$ cat src/rtl/pattern_pkg.sv
// -----------------------------------------------------------------------------
// pattern_pkg
// Definitions shared by the pattern transmitter and the fixed-pattern detector:
//   - FSM state encoding (IDLE/SEND/GAP/DONE)
//   - default pattern and its length
//   - filler LFSR seed and feedback taps, plus the one-step update function
// -----------------------------------------------------------------------------
package pattern_pkg;

    localparam int                   PAT_W_DEF   = 11;
    localparam logic [PAT_W_DEF-1:0] PATTERN_DEF = 11'b10110110110;

    localparam logic [7:0] LFSR_SEED = 8'hA5;
    // Feedback taps at bits 7, 5, 4 and 3.
    localparam logic [7:0] LFSR_TAPS = 8'b1011_1000;

    typedef logic [1:0] state_t;
    localparam state_t ST_IDLE = 2'd0;
    localparam state_t ST_SEND = 2'd1;
    localparam state_t ST_GAP  = 2'd2;
    localparam state_t ST_DONE = 2'd3;

    // One shift of the filler LFSR: shift left, XOR of the taps enters at bit 0.
    function automatic logic [7:0] lfsr_step(input logic [7:0] q);
        return {q[6:0], ^(q & LFSR_TAPS)};
    endfunction

endpackage

$ cat src/rtl/pattern_gen_lfsr8.sv
// -----------------------------------------------------------------------------
// lfsr8
// 8-bit Fibonacci LFSR used as the source of random filler bits.
// Seeded only by reset; advances one step on every clock with en=1.
//
// Ports:
//   clk           in   clock, rising edge
//   rst           in   asynchronous reset, active-low (reloads the seed)
//   en            in   advance the register at this edge
//   fill_bit_nxt  out  MSB the register will hold after this edge, so the
//                      parent can register it into its serial output in step
//                      with the shift
// -----------------------------------------------------------------------------
module lfsr8 (
    input  logic clk,
    input  logic rst,
    input  logic en,
    output logic fill_bit_nxt
);
    import pattern_pkg::*;

    logic [7:0] lfsr_q;
    logic [7:0] lfsr_d;

    always_comb begin
        lfsr_d = en ? lfsr_step(lfsr_q) : lfsr_q;
    end

    always_ff @(posedge clk or negedge rst) begin
        if (!rst) begin
            lfsr_q <= LFSR_SEED;
        end else begin
            lfsr_q <= lfsr_d;
        end
    end

    assign fill_bit_nxt = lfsr_d[7];

endmodule

$ cat src/rtl/pattern_gen.sv
// -----------------------------------------------------------------------------
// pattern_gen
// Serial pattern transmitter. On start it sends PATTERN MSB-first repeat_cnt
// times, with gap_len filler bits (zeros or LFSR bits) between repetitions,
// and counts completed patterns in sent_cnt.
//
// Ports:
//   clk         in   clock, rising edge
//   rst         in   asynchronous reset, active-low
//   start       in   begin a transfer (only honoured when idle)
//   abort       in   stop the transfer at the next edge (SEND/GAP only)
//   repeat_cnt  in   number of patterns, latched at start
//   gap_len     in   filler bits between patterns, latched at start
//   fill_rand   in   filler source: 0 = zeros, 1 = LFSR; latched at start
//   data_out    out  registered serial bit
//   data_valid  out  data_out carries a pattern or filler bit
//   pat_start   out  high on the first bit of every pattern
//   busy        out  transfer in progress (SEND, GAP, DONE)
//   done        out  one-cycle pulse after the final pattern bit
//   sent_cnt    out  patterns fully sent in the current/last transfer
// -----------------------------------------------------------------------------
module pattern_gen
    import pattern_pkg::*;
#(
    parameter int               PAT_W   = PAT_W_DEF,
    parameter logic [PAT_W-1:0] PATTERN = PATTERN_DEF,
    parameter int               CNT_W   = 8,
    parameter int               GAP_W   = 4
) (
    input  logic             clk,
    input  logic             rst,
    input  logic             start,
    input  logic             abort,
    input  logic [CNT_W-1:0] repeat_cnt,
    input  logic [GAP_W-1:0] gap_len,
    input  logic             fill_rand,
    output logic             data_out,
    output logic             data_valid,
    output logic             pat_start,
    output logic             busy,
    output logic             done,
    output logic [CNT_W-1:0] sent_cnt
);

    localparam int               IDX_W   = (PAT_W > 1) ? $clog2(PAT_W) : 1;
    localparam logic [IDX_W-1:0] IDX_TOP = IDX_W'(PAT_W - 1);

    state_t           state_q,     state_d;
    logic [IDX_W-1:0] idx_q,       idx_d;
    logic [GAP_W-1:0] gap_q,       gap_d;
    logic [CNT_W-1:0] rep_q,       rep_d;
    logic [GAP_W-1:0] gap_len_q,   gap_len_d;
    logic             fill_rand_q, fill_rand_d;
    logic [CNT_W-1:0] sent_cnt_d;
    logic             fill_bit_nxt;
    logic             lfsr_en;

    // The LFSR steps once per GAP cycle when random filler is selected.
    assign lfsr_en = (state_q == ST_GAP) && fill_rand_q;

    lfsr8 u_lfsr (
        .clk          (clk),
        .rst          (rst),
        .en           (lfsr_en),
        .fill_bit_nxt (fill_bit_nxt)
    );

    // Next-state and counter logic. rep_q holds the patterns still to send,
    // including the one currently in SEND.
    always_comb begin
        state_d     = state_q;
        idx_d       = idx_q;
        gap_d       = gap_q;
        rep_d       = rep_q;
        gap_len_d   = gap_len_q;
        fill_rand_d = fill_rand_q;
        sent_cnt_d  = sent_cnt;

        case (state_q)
            ST_IDLE: begin
                if (start) begin
                    rep_d       = repeat_cnt;
                    gap_len_d   = gap_len;
                    fill_rand_d = fill_rand;
                    sent_cnt_d  = '0;
                    idx_d       = IDX_TOP;
                    state_d     = (repeat_cnt == '0) ? ST_DONE : ST_SEND;
                end
            end
            ST_SEND: begin
                if (abort) begin
                    state_d = ST_IDLE;
                end else if (idx_q == '0) begin
                    sent_cnt_d = sent_cnt + CNT_W'(1);
                    rep_d      = rep_q - CNT_W'(1);
                    idx_d      = IDX_TOP;
                    if (rep_q == CNT_W'(1)) begin
                        state_d = ST_DONE;
                    end else if (gap_len_q != '0) begin
                        state_d = ST_GAP;
                        gap_d   = gap_len_q;
                    end
                end else begin
                    idx_d = idx_q - IDX_W'(1);
                end
            end
            ST_GAP: begin
                if (abort) begin
                    state_d = ST_IDLE;
                end else if (gap_q == GAP_W'(1)) begin
                    state_d = ST_SEND;
                    idx_d   = IDX_TOP;
                end else begin
                    gap_d = gap_q - GAP_W'(1);
                end
            end
            default: begin
                state_d = ST_IDLE;
            end
        endcase
    end

    // Outputs are registered from the next state so the first pattern bit
    // appears in the cycle right after start is accepted.
    always_ff @(posedge clk or negedge rst) begin
        if (!rst) begin
            state_q     <= ST_IDLE;
            idx_q       <= '0;
            gap_q       <= '0;
            rep_q       <= '0;
            gap_len_q   <= '0;
            fill_rand_q <= 1'b0;
            sent_cnt    <= '0;
            data_out    <= 1'b0;
            data_valid  <= 1'b0;
            pat_start   <= 1'b0;
            busy        <= 1'b0;
            done        <= 1'b0;
        end else begin
            state_q     <= state_d;
            idx_q       <= idx_d;
            gap_q       <= gap_d;
            rep_q       <= rep_d;
            gap_len_q   <= gap_len_d;
            fill_rand_q <= fill_rand_d;
            sent_cnt    <= sent_cnt_d;
            data_valid  <= (state_d == ST_SEND) || (state_d == ST_GAP);
            pat_start   <= (state_d == ST_SEND) && (idx_d == IDX_TOP);
            busy        <= (state_d != ST_IDLE);
            done        <= (state_d == ST_DONE);
            case (state_d)
                ST_SEND: data_out <= PATTERN[idx_d];
                ST_GAP:  data_out <= fill_rand_d & fill_bit_nxt;
                default: data_out <= 1'b0;
            endcase
        end
    end

endmodule

$ cat config.mk
export PLATFORM = sky130hd
export DESIGN_NAME = pattern_gen
export DESIGN_NICKNAME = d
export VERILOG_FILES = /design/src/rtl/pattern_pkg.sv /design/src/rtl/pattern_gen_lfsr8.sv /design/src/rtl/pattern_gen.sv
export SDC_FILE = /design/constraint.sdc
export NUM_CORES = 1
export LEC_CHECK = 0
export ABC_CLOCK_PERIOD_IN_PS = 2500
export CORE_MARGIN = 2
export CORE_UTILIZATION = 50
export CTS_CLUSTER_SIZE = 24
export DETAILED_ROUTE_END_ITERATION = 8
export PLACE_DENSITY_LB_ADDON = 0.12
export SLEW_MARGIN = 10
export SYNTH_ARGS = -nofsm -noshare
export SYNTH_HDL_FRONTEND = slang
export SYNTH_HIERARCHICAL = 1
export SYNTH_SLANG_ARGS = --single-unit
export TNS_END_PERCENT = 50
$ cat constraint.sdc
create_clock -name clk -period 2.5 [get_ports clk]
set_input_delay 0.625 -clock clk [delete_from_list [all_inputs] [get_ports clk]]
set_output_delay 0.625 -clock clk [all_outputs]
set_load 0.005 [all_outputs]
Yosys cells after proc, flatten, opt, wreduce, memory -nomap -nowiden --
Memory sizes are Yosys's and may differ from the RTL's. Index checks and enable logic that the tools add are counted.
Word-level totals: ROM bits 16, output and inout bits 13, logic and storage cells 85, memories 1, bits of input ports 17, flip-flop bits (word level) 44
Operators by class: order comparisons 1, add/subtract/negate cells 4, muxes and demuxes 35, reduce and logical (&&, ||, !) cells 14, bitwise logic cells 1, equal/unequal tests 15
Memory list:
- (name not given) | depth 16, width 1, rd ports 1, clocked after memory_dff 0, wr ports 0, line pattern_gen.sv:152 | ST_SEND: data_out <= PATTERN[idx_d];
Operator list (number):
- $mux 8 | 7
- $mux 4 | 11
- $pmux 8 s2 | 2
- $mux 2 | 8
- $ne 2x2->1 const B | 7
- $pmux 4 s3 | 1
- $add 8x1->8 const B | 1
- $eq 8x1->1 const B | 1
- $logic_not 8->1 | 1
- $pmux 4 s2 | 1
- $reduce_xor 8->1 | 1
- $sub 4x1->4 const B | 2
- $sub 8x1->8 const B | 1
- $reduce_and 7->1 | 1
- $eq 2x2->1 const B | 3
- $pmux 2 s3 | 1
- $reduce_bool 2->1 | 3
- $lt 4x5->1 const B | 1
- $eq 2x1->1 const B | 2
- $eq 4x1->1 const B | 1
- $eq 4x4->1 const B | 1
- $logic_not 4->1 | 1
- $reduce_and 4->1 | 1
- $reduce_bool 4->1 | 1
- other kinds (7) | 10

Depth between registers and ports, before layout --
depth after elaboration 8, depth in mapped cells 12, mapped depth without buffers 12

Hierarchy --
Netlist, hierarchy kept.
By module, submodules not included:
- pattern_gen | times used 1, cells an instance 221, area an instance 2077.0 um2
- lfsr8 | times used 1, cells an instance 21, area an instance 324.1 um2

Worst setup path before layout --
Ideal clock, no wire load.
path type register to register, start point reg gap_q[1], end point reg data_out, library setup time 0.095 ns, clock period less this slack 2.371 ns, slack 0.129 ns, data arrival time 2.275 ns, stages on the path, launching flop included 9, buffers on the path 0, cell sequence dfrtp_1 inv_1 ha_1 or3b_2 o31a_1 a31oi_1 ha_1 mux2_2 o31ai_1
Between the ends: longest elaborated chain between the ends 7, elaborated cells on any way between the ends 12
RTL lines:
- start: declaration | line pattern_gen.sv:50 | logic [GAP_W-1:0] gap_q, gap_d;
- start signal: assignment | line pattern_gen.sv:142 | gap_q <= gap_d;
- $eq 4x1->1 (*) | line pattern_gen.sv:110 | end else if (gap_q == GAP_W'(1)) begin
- $mux 4 | line pattern_gen.sv:110
- $mux 4 | line pattern_gen.sv:108 | if (abort) begin
- $pmux 4 s3 | line pattern_gen.sv:79 | case (state_q)
- $mem_v2 16x1
- $mux 1 (not written as such) | line pattern_gen.sv:152
- $pmux 1 s2 (*) | line pattern_gen.sv:151 | case (state_d)
- end signal: assignment | line pattern_gen.sv:152
- end signal: assignment | line pattern_gen.sv:153 | ST_GAP: data_out <= fill_rand_d & fill_bit_nxt;
- end: declaration | line pattern_gen.sv:37 | output logic data_out,
Every way passes the cells marked *; elsewhere a longest branch is shown, timed or not. The select of a mux whose other input is x is not followed. A chain may end at the register's enable or synchronous reset.

Final worst setup path --
start point in repeat_cnt[6], end point reg data_out
Between the ends: longest elaborated chain between the ends 6, elaborated cells on any way between the ends 7
RTL lines:
- start: declaration | line pattern_gen.sv:34 | input logic [CNT_W-1:0] repeat_cnt,
- $logic_not 8->1 (*) | line pattern_gen.sv:87 | state_d = (repeat_cnt == '0) ? ST_DONE : ST_SEND;
- $mux 2 (*) | line pattern_gen.sv:87
- $mux 2 (*) | line pattern_gen.sv:81 | if (start) begin
- $pmux 2 s3 (*) | line pattern_gen.sv:79
- $eq 2x2->1 / $eq 2x1->1 (equally long branches) | line pattern_gen.sv:151
- $pmux 1 s2 (*) | line pattern_gen.sv:151
Every way passes the cells marked *; elsewhere a longest branch is shown, timed or not.

==> flow_summary.yaml <==
detailed_routing:
  wirelength_um: 5680
  drtPass1Iterations: 4
  vias: 2070
  ant_nets: 0
  drt-initial-drc-count: 127
  wl_per_cell_um: 15.4
  drt-vias-per-instance: 5.63
  drc_errors: 0
yosys:
  synth_compound_area_frac: 0.145
  synthMuxAreaShare: 0.0521
  syn_avg_cell_area_um2: 9.92
  synthSimpleGateAreaFrac: 0.219
  synth_top_family_by_area: "simple AND/OR/NAND/NOR gates"
  ys_warn_count: 6
  synth_ff_type: "dfrtp_1"
  synth_nets: 272
  synth-edff-count: 0
  synth_cell_type_count: 50
  synth-xor-area-share: 0.0255
  synth_area_mm2: 0.00240
  synthArstFlopShare: 1.00
  synthAdderAreaFrac: 0.0677
  ys_ff_latch: 44
  syn_inst: 242
  synth_seq_area_share: 0.461
layout:
  syn2layout_area_growth_pct: 34.0
  n_antenna_cell: 0
  fillers: 352
  mostFrequentLayoutCell: "buf_4"
  final_nets: 343
  final_cell_count_no_fill: 368
  mostFrequentLayoutCells: "43 x buf_4, 40 x dfrtp_1, 27 x clkdlybuf4s50_1, 24 x nor2_1, 23 x nand2_1"
  drive_gt1_frac: 0.268
power:
  p_per_area_mw_per_mm2: 648
  p_leak_nw: 1.43
  ir_drop_mv: 0.350
timing:
  tns_ps: 0
  relSlewSlack: 0.631
  min_period_ps: 2480
  post-route-period-util: 0.994
  tightestPinTransition_ps: 553
  slew_violations: 0
  fmax_mhz: 403
  worst_slack_ps: 15.6
  fin_worst_skew_ps: 7.14
  hold_violations: 0
  rsz0062_at_grt: "true"
  finalSetupViolCount: 0
run_status:
  status: "finished clean"
clock_tree:
  cts.sinks: 44
  clkLatencyLatePin_ps: 300
  cts_buffers: 5
  cts_tree: "done"
  htreeDepth: 2
  path_clk_slew_ps: 80
  clock_path_buffers: 2
  postCtsHoldBufs: 0
  root_buffer: "clkbuf_8"
critical_path:
  crit_slowest_cell: "clkdlybuf4s50_1"
  worstPathCellList: "clkdlybuf4s50_1 -> nor4_2 -> nand2_1 -> o32a_1 -> ha_1 -> nand2_1 -> nor2_1 -> a21boi_1 -> o31ai_2"
  critPathTopFamily: "simple AND/OR/NAND/NOR gates"
  endpoint_kind: "flop"
  crit_top_cell: "nand2_1"
  arrival_ps: 2660
  cp.buffers_inverters: 1
  crit_type: "input port to flop"
  cp.required_ps: 2680
  max_stage_delay_ps: 430
  start_kind: "input port"
  cp_max_fo: 3
die:
  die_width_um: 73.3
  dieArea_mm2: 0.00537
  start_util: 0.515
  core-area_mm2: 0.00466
  fp.dieH_um: 73.3
  rows: 25
  pin_count: 30
placed_design:
  pre_cts_ws_ps: -351
  place_inst: 357
  gp_congestion: 0.853
  io_buffers: 29
  dp.final_hpwl_um: 4110
global_route:
  grt_first_pass_wirelength_um: 9380
  antenna_found_initial: 0
  grt_pass1_vias: 2048
  grt_util_all_layers: 0.226
  grt_max_degree: 45
  overflow: 0
job:
  drv_cap: 0
hold_path:
  hold_class: "input port to asynchronous set/reset pin"
-- synth_stat cells (all sizes together) (2+ instances only) --
cell type  instances  area (um2)
nor3              12        65.1
a221o              2        20.0
nor2              24        90.1
a22oi              3        22.5
clkbuf             5        18.8
a311oi             2        17.5
ha                13         163
nor4b              3        41.3
o21ai             14        70.1
a21oi             11        55.1
nor4               4        25.0
nand3              8        40.0
xnor2              7        61.3
dfstp              4         105
mux2i              2        23.8
nand2b             5        31.3
a2bb2oi            2        17.5
and2               3        18.8
mux2               9         101
or3b               3        26.3
nor3b              5        42.5
nor2b              3        18.8
nand2             23        86.3
buf                3        15.0
dfrtp             40        1000
a31oi              3        18.8
inv               10        37.5
-- cells by family after synthesis --
family / count (synthesis)
AO/OA/AOI/OAI: 51
XOR/XNOR: 7
adder cells (fa/ha/maj): 13
buffers and inverters: 18
flip-flops: 44
multiplexers: 11
AND/OR/NAND/NOR: 98
-- path summary, 6_finish.rpt --
kind / startpoint / endpoint / slack, ps / cells past startpoint
min: rst / idx_q[3]$_DFF_PN0_ / 390 / 2
max in group asynchronous: rst / rep_q[5]$_DFFE_PN0P_ / 1730 / 2
max reg2reg: gap_q[1]$_DFFE_PN0P_ / data_out$_DFF_PN0_ / 40 / 10
max: repeat_cnt[6] / data_out$_DFF_PN0_ / 20 / 9
min reg2reg: u_lfsr/lfsr_q[0]$_DFFE_PN1P_ / u_lfsr/lfsr_q[0]$_DFFE_PN1P_ / 490 / 2
min in group clk: u_lfsr/lfsr_q[0]$_DFFE_PN1P_ / u_lfsr/lfsr_q[0]$_DFFE_PN1P_ / 490 / 2
-- area by class of cell --
| type | instances | area (um2) | share of cell area |
|---|---|---|---|
| clock buffer | 6 | 82.6 | 0.0257 |
| clock inverter | 2 | 38.8 | 0.0121 |
| inverter | 10 | 37.5 | 0.0117 |
| multi-input combinational | 180 | 1270 | 0.396 |
| sequential | 44 | 1110 | 0.344 |
| tap | 54 | 67.6 | 0.0210 |
| timing repair buffer | 72 | 611 | 0.190 |
-- worst register-to-register path, stage by stage (launching register included) --
cell and delay, ps:
dfrtp_1 400, inv_2 80, ha_1 140, or3b_4 390, o31a_1 360, o21a_1 150
ha_1 340, nand2_1 120, nor2_1 70, a21boi_1 210, o31ai_2 90
-- through the flow --
stage / hold slack (ps) / utilization / total power, mW / instance area (um2)
2_1_floorplan: 329 / - / 1.21 / 2400
3_3_place_gp: 479 / 0.648 / 1.47 / 3020
3_5_place_dp: 478 / 0.648 / 1.48 / 3020
4_1_cts: 416 / 0.676 / 2.08 / 3150
5_1_grt: 443 / 0.690 / 2.21 / 3220
6_report: 391 / 0.690 / 2.09 / 3220
-- flip-flops by register name (all words and copies together), names as in the netlist, 2 cells and up --
name	flops
idx_q	4
state_q	2
gap_q	4
gap_len_q	4
sent_cnt	8
u_lfsr/lfsr_q	8
rep_q	8
-- per-layer routing --
metal	global-route usage	routed length (um)	up-vias	share of wire
li1	-	-	1017	-
met1	0.293	2510	997	0.44
met2	0.381	2880	49	0.51
met3	0.0384	205	7	0.036
met4	0.0768	84	0	0.015
met5	0	0	-	0
-- report_power, final --
| group | switching [mW] | internal, mW |
|---|---|---|
| clock network | 0.245 | 0.327 |
| logic | 0.287 | 0.310 |
| registers | 0.0952 | 0.822 |
-- timing repair --
action / 4_1_cts / 5_1_grt
endpoints found under the hold margin: 0 / 0
resized for setup: 2 / 14
setup buffers: 1 / 2
setup endpoints to repair: 1 / 2
pin swaps: 1 / 4
(Power assumes the default switching activity.)
